===== src/rtl/ff_triple_checker_sat_counter.sv =====
// sat_counter: counter that sticks at all-ones; clr beats inc.
module sat_counter #(
   parameter int W = 16
) (
   input  logic         clk,
   input  logic         reset,
   input  logic         clr,
   input  logic         inc,
   output logic [W-1:0] cnt
);
   always_ff @(posedge clk)
      if (reset || clr) cnt <= '0;
      else if (inc && cnt != '1) cnt <= cnt + W'(1);
endmodule


===== config.mk =====
export PLATFORM = sky130hd
export DESIGN_NAME = sat_counter
export DESIGN_NICKNAME = d
export VERILOG_FILES = /design/src/rtl/ff_triple_checker_sat_counter.sv
export SDC_FILE = /design/constraint.sdc
export NUM_CORES = 1
export LEC_CHECK = 0
export ABC_AREA = 1
export BUFFER_PORTS_ARGS = -buffer_cell sky130_fd_sc_hd__buf_2
export CAP_MARGIN = 20
export CORE_MARGIN = 3
export CORE_UTILIZATION = 56
export CTS_CLUSTER_SIZE = 10
export DETAILED_ROUTE_END_ITERATION = 8
export PLACE_DENSITY = 0.88
export SLEW_MARGIN = 25
export SYNTH_ARGS = -nofsm -noshare
export SYNTH_HDL_FRONTEND = slang
export SYNTH_SLANG_ARGS = --single-unit

===== constraint.sdc =====
create_clock -name clk -period 2.5 [get_ports clk]
set_clock_uncertainty 0.05 [all_clocks]
set_input_delay 0.5 -clock clk [delete_from_list [all_inputs] [get_ports clk]]
set_output_delay 0.5 -clock clk [all_outputs]
set_load 0.02 [all_outputs]

Word level (Yosys, flattened, before mapping)
Cells that the tools add are included.
{ "word_totals": {"regBits": 16, "latchBits": 0, "mem_bits_rw": 0, "rom_bits": 0, "input_bits": 4, "out_inout_bits": 16, "elab_cells": 5, "memories": 0} }
{ "op_classes": {"addsub": 1, "mul": 0, "div_mod_pow": 0, "n_lt_le_gt_ge": 0, "n_eq_ne": 1, "shift": 0, "muxes": 0, "bitwise": 0, "reduce_logical": 2} }
{ "ops": {"columns": ["op", "count"], "rows": [
  ["16-bit by 1-bit adder with 16-bit output (second input constant)", 1],
  ["16-bit != test (second input constant)", 1],
  ["1-bit logical AND", 1],
  ["1-bit logical OR", 1]
]} }

Logic depth before layout (Yosys ltp)
Gate-level depths: netlist (run 1).
{ "logic_depth": {"depth_word": 2, "mapped_depth": 9, "mapped_depth_nobuf": 9} }

Worst setup path after synthesis (run 1)
Ideal clock, no wire load.
{ "synth_path": {"kind": "reg-to-reg", "from": "register cnt[1]", "to": "register cnt[13]", "setup_ns": 0.115, "arrival_ns": 1.391, "required_ns": 2.335, "path_slack_ns": 0.943, "stages_incl_launch_ff": 8, "path_buffers": 1, "synth_period_minus_slack_ns": 1.557, "path_cell_list": "dfxtp_1 > ha_1 > nand2_1 > nor2_2 > nand4_2 > buf_6 > a21oi_1 > nor2_1"} }
{ "synth_via": {"elab_chain_len": 2, "elab_cells_between_ends": 3, "classes_between": "1 x add/sub; 1 x eq/ne; 1 x reduce/logical"} }
{ "synth_lines": {"columns": ["element", "line", "rtl"], "rows": [
  ["start, declared", "9", "output logic [W-1:0] cnt"],
  ["start signal, assigned", "13", "else if (inc && cnt != '1) cnt <= cnt + W'(1);"],
  ["parallel branches: the longest is 2 deep, another holds 16-bit by 1-bit adder with 16-bit output", null, null]
]} }
Parallel ways; which one is timed is not known.
A chain may end at the register's enable or synchronous reset.

Worst setup path in the final report (run 1)
{ "layout_path": {"from": "register cnt[0]", "to": "register cnt[9]"} }
Same word-level chain as after synthesis.

==> flow_summary.toml, run 1 <==
[status]
status = "finished clean"

[floorplanning]
die-width_um = 47.2
dieArea_mm2 = 0.00223
start_util_pct = 61.0
core_mm2 = 0.00156
die_h_um = 47.2
pin_count = 20
row_count = 14

[yosys]
syn-num-nets = 154
synthMuxAreaShare_pct = 0
synth-seq-area-share_pct = 33.7
synth-compound-area-share_pct = 8.03
synth-adder-area-share_pct = 1.32
synth_edf_count = 0
synth_largest_area_cell = "dfxtp_1"
synth-xor-area-share_pct = 0
syn_area_um2 = 951
ys_types = 21
synth.area.top_cells = "dfxtp_1 (34%), nand2_1 (15%), nor2_1 (13%)"
ys_seq_elements = 16
yosys.area_share.simple_pct = 49.5
synth.top_cell.area_share_pct = 33.7
ys.flop_type = "dfxtp_1"
synth-async-reset-ratio_pct = 0
synthCells = 149
synth_top_family_by_area = "simple AND/OR/NAND/NOR gates"
syn_avg_cell_area_um2 = 6.38
yosysWarningCount = 0

[global_routing]
grt_max_degree = 17
grt_antenna_before_repair = 0
track_usage_pct = 22.1
grt.overflow.total = 0
grt_pass1_wl_um = 3590
grt_pass1_vias = 854

[final_layout]
layout_commonest_cell = "nand2_1"
nets = 177
layout-drive-gt1-share_pct = 22.2
reg_top3 = "cnt: 16 flops"
layout_common_cells = "nand2_1 (38), nor2_1 (34), buf_2 (19)"
largest-register = "cnt"
antennaDiodeCount = 0
fillers = 136
largest_reg_flops = 16
area_delta_synth_final_pct = 14.7

[timing]
min_period_ns = 1.61
finalSetupViolCount = 0
slew_viol_final = 0
final-hold-violation-count = 0
setup-tns-final_ns = 0
relSlewSlack_pct = 77.5
rsz0062_at_grt = "false"
max_freq_mhz = 623
fin_crit_sh_pct = 64.2
tightest_slew_ns = 0.336

[min_path]
holdCritPathClass = "reg -> reg"
hold_depth = 2

[power]
p_clk_share_pct = 37.8
p_total_mw = 0.454
p_per_area_mw_per_mm2 = 416
pwr-share-seq_pct = 56.8
comb_power_share_pct = 5.4
p_switching_mw = 0.0999
internal-power_mw = 0.354
p_leak_nw = 0.462
vdd.ir_drop.worst_uv = 365
swShare_pct = 22.0

[clocking]
clock_path_buffers = 2
h-tree-depth = 1
ctsRootBufferMaster = "clkbuf_4"
tritoncts = "built"
clock_latency_ns = 0.29
clkSinkCount = 16
cts_buffers = 3
cts_setup_buffers = 0
cts.repair.resized = 0
clk_pin_slew_ns = 0.09
postCtsHoldBufs = 0

[critical_path]
critPathLaunchType = "flip-flop"
cp_slowest_stage_delay_ns = 0.40
end_kind = "flip-flop"
crit_chain = "ha_1 -> nand2_1 -> nor2_2 -> nand4_2 -> a21oi_1 -> nor2_1"
critical_path.slowest_cell = "dfxtp_1"
criticalPathCategory = "reg -> reg"
worstPathArrival_ns = 1.74
crit_path_max_fanout = 12
worstPathRequired_ns = 2.63
reg2reg_depth = 6

[detailed_routing]
route.detailed.drc = 0
vias_per_cell = 5.45
dr.first_iter.drc_count = 23
wl_per_cell_um = 11.3
via_count = 1019
drt-total-wl_um = 2120
first_pass_iters = 4
ant_nets = 0

[place]
post-dp-hpwl_um = 1620
io_buffers = 19
globalplace.congestion = 0.915

[run]
drv_cap = 0
-- critical path: cells and delay by family, from the launching register on --
kind            cells  cell delay, ns
fa+ha+maj           1            0.21
simple gates        4            0.59
compound gates      1            0.26
flops               1            0.40
-- stage by stage --
step | area (um2) | util, % | setup WS, ns | hold WS (ns) | std cells
after detailed placement | 1050 | 67.7 | 0.932 | 0.476 | 183
after floorplan | 951 | - | 0.943 | 0.533 | 149
after global placement | 1050 | 67.7 | 1.02 | 0.464 | 183
after CTS | 1090 | 70.0 | 0.898 | 0.491 | 187
after global routing | 1090 | 70.0 | 0.737 | 0.525 | 187
final | 1090 | 70.0 | 0.895 | 0.488 | 187
-- per-layer routing --
layer | track usage (%) | share of wire [%] | vias to the layer above
met5 | 0 | 0 | -
met4 | 4.97 | 0.90 | 0
met3 | 7.28 | 6.3 | 4
met2 | 35.8 | 47 | 32
met1 | 28.6 | 45 | 462
li1 | - | - | 521
-- power groups by stage --
stage                     combinational [mW]  sequential (mW)  clock (mW)
after floorplan                       0.0144            0.265           0
after global placement                0.0236            0.264           0
after global routing                  0.0283            0.258       0.187
final                                 0.0243            0.258       0.172
after CTS                             0.0245            0.258       0.176
after detailed placement              0.0245            0.264           0
-- cell type report --
type                    instances  area (um2)  share of cell area (%)
repair buffers                 20         103                    9.40
clock buffers                   4        36.3                    3.33
well taps                      16        20.0                    1.83
multi-input cells             117         559                    51.3
flip-flops and latches         16         320                    29.4
inverters                      14        52.6                    4.82
-- cell usage after synthesis, types with 3 or more instances --
library cell / n
nor2_1: 34
nor2_4: 4
a21oi_1: 9
dfxtp_1: 16
nor2_2: 3
inv_1: 12
nand3_1: 14
nand2_1: 38
nand4_1: 3
o21ai_0: 3
nand2_2: 3
-- worst paths after layout --
path | from | end | slack [ns]
max | cnt[0]$_SDFFE_PP0P_ | cnt[9]$_SDFFE_PP0P_ | 0.89
min | cnt[1]$_SDFFE_PP0P_ | cnt[1]$_SDFFE_PP0P_ | 0.49
max reg2reg | cnt[0]$_SDFFE_PP0P_ | cnt[9]$_SDFFE_PP0P_ | 0.89
min reg2reg | cnt[1]$_SDFFE_PP0P_ | cnt[1]$_SDFFE_PP0P_ | 0.49
-- kinds of logic (layout without fill, tap and decap cells) --
logic type      count (synthesis)  in the layout
simple gates                  102            102
buf+inv                        16             38
compound gates                 14             14
flops                          16             16
fa+ha+maj                       1              1
(Power assumes the default switching activity.)
==> inputs of run 2 (changes only) <==
--- a/config.mk
+++ b/config.mk
@@ -9,10 +9,10 @@
 export BUFFER_PORTS_ARGS = -buffer_cell sky130_fd_sc_hd__buf_2
 export CAP_MARGIN = 20
 export CORE_MARGIN = 3
-export CORE_UTILIZATION = 56
+export CORE_UTILIZATION = 52
 export CTS_CLUSTER_SIZE = 10
 export DETAILED_ROUTE_END_ITERATION = 8
-export PLACE_DENSITY = 0.88
+export PLACE_DENSITY = 0.83
 export SLEW_MARGIN = 25
 export SYNTH_ARGS = -nofsm -noshare
 export SYNTH_HDL_FRONTEND = slang
==> constraint.sdc (replaced) <==
create_clock -name clk -period 1.6 [get_ports clk]
set_clock_uncertainty 0.05 [all_clocks]
set_input_delay 0.32 -clock clk [delete_from_list [all_inputs] [get_ports clk]]
set_output_delay 0.32 -clock clk [all_outputs]
set_load 0.02 [all_outputs]
==> flow_summary.toml, run 2 (synthesis gave the netlist of run 1 again) <==
[detailed_routing]
vias_per_cell = 5.17
route.detailed.drc = 0
first_pass_iters = 5
via_count = 1008
dr.first_iter.drc_count = 30
ant_nets = 0
drt-total-wl_um = 2150
wl_per_cell_um = 11.0

[clocking]
cts_buffers = 3
clkSinkCount = 16
clock_path_buffers = 2
clk_pin_slew_ns = 0.10
h-tree-depth = 1
clock_latency_ns = 0.29
postCtsHoldBufs = 0
tritoncts = "built"
ctsRootBufferMaster = "clkbuf_4"
cts_setup_buffers = 0

[place]
place_area_mm2 = 0.00106
globalplace.congestion = 0.819
post-dp-hpwl_um = 1660
io_buffers = 19

[global_routing]
grt.overflow.total = 0
grt_pass1_vias = 853
grt_antenna_before_repair = 0
track_usage_pct = 19.0
grt_max_degree = 17
grt_pass1_wl_um = 3640

[final_layout]
largest_reg_flops = 16
largest-register = "cnt"
area_delta_synth_final_pct = 17.8
layout_commonest_cell = "nand2_1"
fillers = 143
layout-drive-gt1-share_pct = 23.4
reg_top3 = "cnt: 16 flops"
nets = 177
antennaDiodeCount = 0
layout_common_cells = "nand2_1 (38), nor2_1 (34), buf_2 (19)"
fin_area_mm2 = 0.00112

[floorplanning]
die_h_um = 48.8
dieArea_mm2 = 0.00238
start_util_pct = 59.0
pin_count = 20
die-width_um = 48.8
core_mm2 = 0.00161
row_count = 14

[power]
p_leak_nw = 0.470
p_per_area_mw_per_mm2 = 637
vdd.ir_drop.worst_uv = 440

[timing]
min_period_ns = 1.52
setup-tns-final_ns = 0
relSlewSlack_pct = 77.3
rsz0062_at_grt = "false"
finalSetupViolCount = 0
fin_crit_sh_pct = 94.9
tightest_slew_ns = 0.339
final-hold-violation-count = 0
max_freq_mhz = 658
slew_viol_final = 0

[min_path]
holdCritPathClass = "in -> reg"
holdPathEnd = "cnt[11]$_SDFFE_PP0P_"
worstHoldStart = "inc"
hold_depth = 4

[critical_path]
critPathLaunchType = "flip-flop"
reg2reg_to = "cnt[2]$_SDFFE_PP0P_"
criticalPathCategory = "reg -> reg"
crit_chain = "ha_1 -> nand2_1 -> nor2_4 -> nand2_2 -> nor2_4 -> nor2_2 -> a21oi_1 -> nor2_1"
reg2reg_from = "cnt[0]$_SDFFE_PP0P_"
cp_slowest_stage_delay_ns = 0.38
path_common_cell = "nor2_4"
reg2reg_depth = 8
worstPathArrival_ns = 1.67
worst-r2r-setup-slack_ns = 0.08
worst-path-buf-inv = 0
critical_path.slowest_cell = "dfxtp_4"
crit_path_max_fanout = 5
end_kind = "flip-flop"
cp_num_cells = 8
crit_start = "cnt[0]$_SDFFE_PP0P_"
crit_family = "simple AND/OR/NAND/NOR gates"
worstPathRequired_ns = 1.75

[status]
status = "finished clean"

[run]
drv_cap = 0
[run 2: cell counts in the layout (fill, tap and decap cells not counted)]
No cell type changed its count.
[run 2: layer usage]
metal  vias up  global-route usage, %  share of wire (%)
li1        515                      -                  -
met1       449                   24.3                 45
met2        36                   31.2                 47
met3         8                   3.99                6.8
met4         0                   6.64                1.8
met5         -                      0                  0
[run 2: through the flow]
step	setup WS [ns]	cells	power [mW]	hold slack, ns	utilization (%)
finish	0.0811	195	0.713	0.354	69.5
global route	0.00162	195	0.741	0.369	69.5
CTS	0.0216	195	0.714	0.356	68.9
detailed placement	0.00716	191	0.450	0.472	66.1
global placement	0.120	191	0.449	0.466	66.1
floorplan	0.0433	149	0.437	0.460	-
[run 2: worst register-to-register path, cell delays in order, from the launching register on]
cell	delay (ns)
dfxtp_4	0.38
ha_1	0.19
nand2_1	0.12
nor2_4	0.15
nand2_2	0.10
nor2_4	0.17
nor2_2	0.09
a21oi_1	0.13
nor2_1	0.06
[run 2: power breakdown]
group	switching, mW	total [mW]	internal [mW]
registers	0.00274	0.402	0.400
logic	0.0245	0.0386	0.0141
clock network	0.133	0.272	0.139
[run 2: how the worst max path moves through the flow]
stage | endpoint
after global routing | cnt[2]$_SDFFE_PP0P_
after global placement | cnt[9]$_SDFFE_PP0P_
after CTS | cnt[2]$_SDFFE_PP0P_
final | cnt[2]$_SDFFE_PP0P_
after floorplan | cnt[13]$_SDFFE_PP0P_
after detailed placement | cnt[9]$_SDFFE_PP0P_
[run 2: area by class of cell]
cell class / instances / area, um2 / share of cell area, %
inverters: 14 / 52.6 / 4.69
multi-input cells: 117 / 573 / 51.2
repair buffers: 20 / 103 / 9.16
well taps: 24 / 30.0 / 2.68
clock buffers: 4 / 36.3 / 3.24
flip-flops and latches: 16 / 325 / 29.1
[run 2: what timing repair did]
action | 4_1_cts | 5_1_grt
gates resized for setup | 2 | 3
pin swaps | 0 | 0
endpoints found under the setup margin | 1 | 15
hold endpoints to repair | 0 | 0
==> inputs of run 3 (changes only) <==
--- a/config.mk
+++ b/config.mk
@@ -6,14 +6,13 @@
 export NUM_CORES = 1
 export LEC_CHECK = 0
 export ABC_AREA = 1
-export BUFFER_PORTS_ARGS = -buffer_cell sky130_fd_sc_hd__buf_2
+export BUFFER_PORTS_ARGS = -buffer_cell sky130_fd_sc_hd__buf_4
 export CAP_MARGIN = 20
 export CORE_MARGIN = 3
 export CORE_UTILIZATION = 52
 export CTS_CLUSTER_SIZE = 10
 export DETAILED_ROUTE_END_ITERATION = 8
 export PLACE_DENSITY = 0.83
-export SLEW_MARGIN = 25
 export SYNTH_ARGS = -nofsm -noshare
 export SYNTH_HDL_FRONTEND = slang
 export SYNTH_SLANG_ARGS = --single-unit
==> flow_summary.toml, run 3 (synthesis gave the netlist of run 1 again) <==
[clocking]
clk_pin_slew_ns = 0.10
clock_latency_ns = 0.30
tritoncts = "built"
clkSinkCount = 16
cts_buffers = 3
h-tree-depth = 1
ctsRootBufferMaster = "clkbuf_4"
cts_setup_buffers = 0
clock_path_buffers = 2

[critical_path]
worstPathArrival_ns = 1.67
cp_slowest_stage_delay_ns = 0.37
worst-path-buf-inv = 0
crit_path_max_fanout = 5
worst-r2r-setup-slack_ns = 0.08
critPathLaunchType = "flip-flop"
path_common_cell = "nor2_4"
critical_path.slowest_cell = "dfxtp_2"
reg2reg_depth = 8
criticalPathCategory = "reg -> reg"
end_kind = "flip-flop"
reg2reg_from = "cnt[1]$_SDFFE_PP0P_"
reg2reg_to = "cnt[2]$_SDFFE_PP0P_"
crit_chain = "ha_1 -> nand2_1 -> nor2_4 -> nand2_2 -> nor2_4 -> nor2_2 -> a21oi_1 -> nor2_1"
worstPathRequired_ns = 1.75
crit_family = "simple AND/OR/NAND/NOR gates"

[global_routing]
track_usage_pct = 19.2
grt_max_degree = 17
grt_antenna_before_repair = 0
grt_pass1_wl_um = 3560
grt_pass1_vias = 805
grt.overflow.total = 0

[timing]
finalSetupViolCount = 0
timing.hold.ws_ns = 0.307
tightest_slew_ns = 0.282
max_freq_mhz = 658
fin_crit_sh_pct = 95.0
final-hold-violation-count = 0
slew_viol_final = 0
rsz0062_at_grt = "false"
min_period_ns = 1.52
setup_ws_ns = 0.0797
relSlewSlack_pct = 81.1

[floorplanning]
die-width_um = 48.8
core_mm2 = 0.00161
start_util_pct = 59.0
row_count = 14
die_h_um = 48.8
pin_count = 20
dieArea_mm2 = 0.00238

[final_layout]
largest_reg_flops = 16
layout_commonest_cell = "nand2_1"
nets = 177
antennaDiodeCount = 0
reg_top3 = "cnt: 16 flops"
area_delta_synth_final_pct = 23.3
layout_common_cells = "nand2_1 (38), nor2_1 (32), buf_4 (20)"
fin_area_mm2 = 0.00117
layout-drive-gt1-share_pct = 24.6
largest-register = "cnt"

[power]
comb_power_share_pct = 5.7
p_leak_nw = 0.471
swShare_pct = 23.4
vdd.ir_drop.worst_uv = 516
p_per_area_mw_per_mm2 = 619
pwr-share-seq_pct = 55.5
internal-power_mw = 0.556
p_switching_mw = 0.170
p_clk_share_pct = 38.8

[run]
drv_cap = 0

[min_path]
hold_depth = 4
worstHoldStart = "inc"
holdPathEnd = "cnt[11]$_SDFFE_PP0P_"
holdCritPathClass = "in -> reg"

[detailed_routing]
via_count = 983
wl_per_cell_um = 11.6
route.detailed.drc = 0
vias_per_cell = 5.04
first_pass_iters = 4
drt-total-wl_um = 2270
ant_nets = 0
dr.first_iter.drc_count = 27

[status]
status = "finished clean"

[place]
globalplace.congestion = 0.869
preCtsSetupSlack_ns = -0.00108
place_area_mm2 = 0.00111
io_buffers = 19
post-dp-hpwl_um = 1620
## run 3: cell counts in the layout (fill, tap and decap cells not counted)
Identical to the previous run, type by type.
## run 3: layer usage
metal,share of wire (%),global-route usage (%),vias up
met1,46,25.5,434
met3,5.1,3.99,5
met5,0,0,-
met2,47,29.6,28
li1,-,-,516
met4,1.6,8.53,0
## run 3: worst max path at each step
stage	from	end	slack (ns)	cells after the start
6_report	cnt[1]$_SDFFE_PP0P_	cnt[2]$_SDFFE_PP0P_	0.08	8
3_3_place_gp	cnt[1]$_SDFFE_PP0P_	cnt[13]$_SDFFE_PP0P_	0.11	6
2_1_floorplan	cnt[1]$_SDFFE_PP0P_	cnt[13]$_SDFFE_PP0P_	0.04	7
5_1_grt	cnt[0]$_SDFFE_PP0P_	cnt[7]$_SDFFE_PP0P_	0.007	9
3_5_place_dp	cnt[0]$_SDFFE_PP0P_	cnt[13]$_SDFFE_PP0P_	-0.001	6
4_1_cts	cnt[0]$_SDFFE_PP0P_	cnt[2]$_SDFFE_PP0P_	0.01	8
## run 3: power by group through the flow
stage                     combinational (mW)  sequential [mW]  clock (mW)
after global placement                0.0403            0.412           0
after floorplan                       0.0225            0.415           0
final                                 0.0413            0.403       0.282
after CTS                             0.0413            0.403       0.284
after global routing                  0.0456            0.403       0.306
after detailed placement              0.0410            0.412           0
## run 3: worst reg2reg max path, cell delays in order (launching register included)
cell and delay (ns):
dfxtp_2 0.37, ha_1 0.20, nand2_1 0.12, nor2_4 0.14, nand2_2 0.10, nor2_4 0.16
nor2_2 0.08, a21oi_1 0.13, nor2_1 0.06
## run 3: layout make-up
class                           instances  area (um2)
Multi-Input combinational cell        117         578
Fill cell                             142         439
Sequential cell                        16         325
Timing Repair Buffer                   20         150
Inverter                               14        52.6
Clock buffer                            4        36.3
Tap cell                               24        30.0
## run 3: repair_timing
item | CTS | global route
endpoints found under the setup margin | 1 | 15
resized for setup | 1 | 6
cloned | 0 | 0
hold buffers | 0 | 0
hold endpoints to repair | 0 | 0
## run 3: through the flow
stage | cells | power, mW | TNS [ns] | utilization (%)
final | 195 | 0.726 | 0 | 72.7
after global routing | 195 | 0.755 | 0 | 72.7
after CTS | 195 | 0.728 | 0 | 71.8
after detailed placement | 191 | 0.453 | -0.00108 | 69.0
after global placement | 191 | 0.452 | 0 | 69.0
after floorplan | 149 | 0.437 | 0 | -
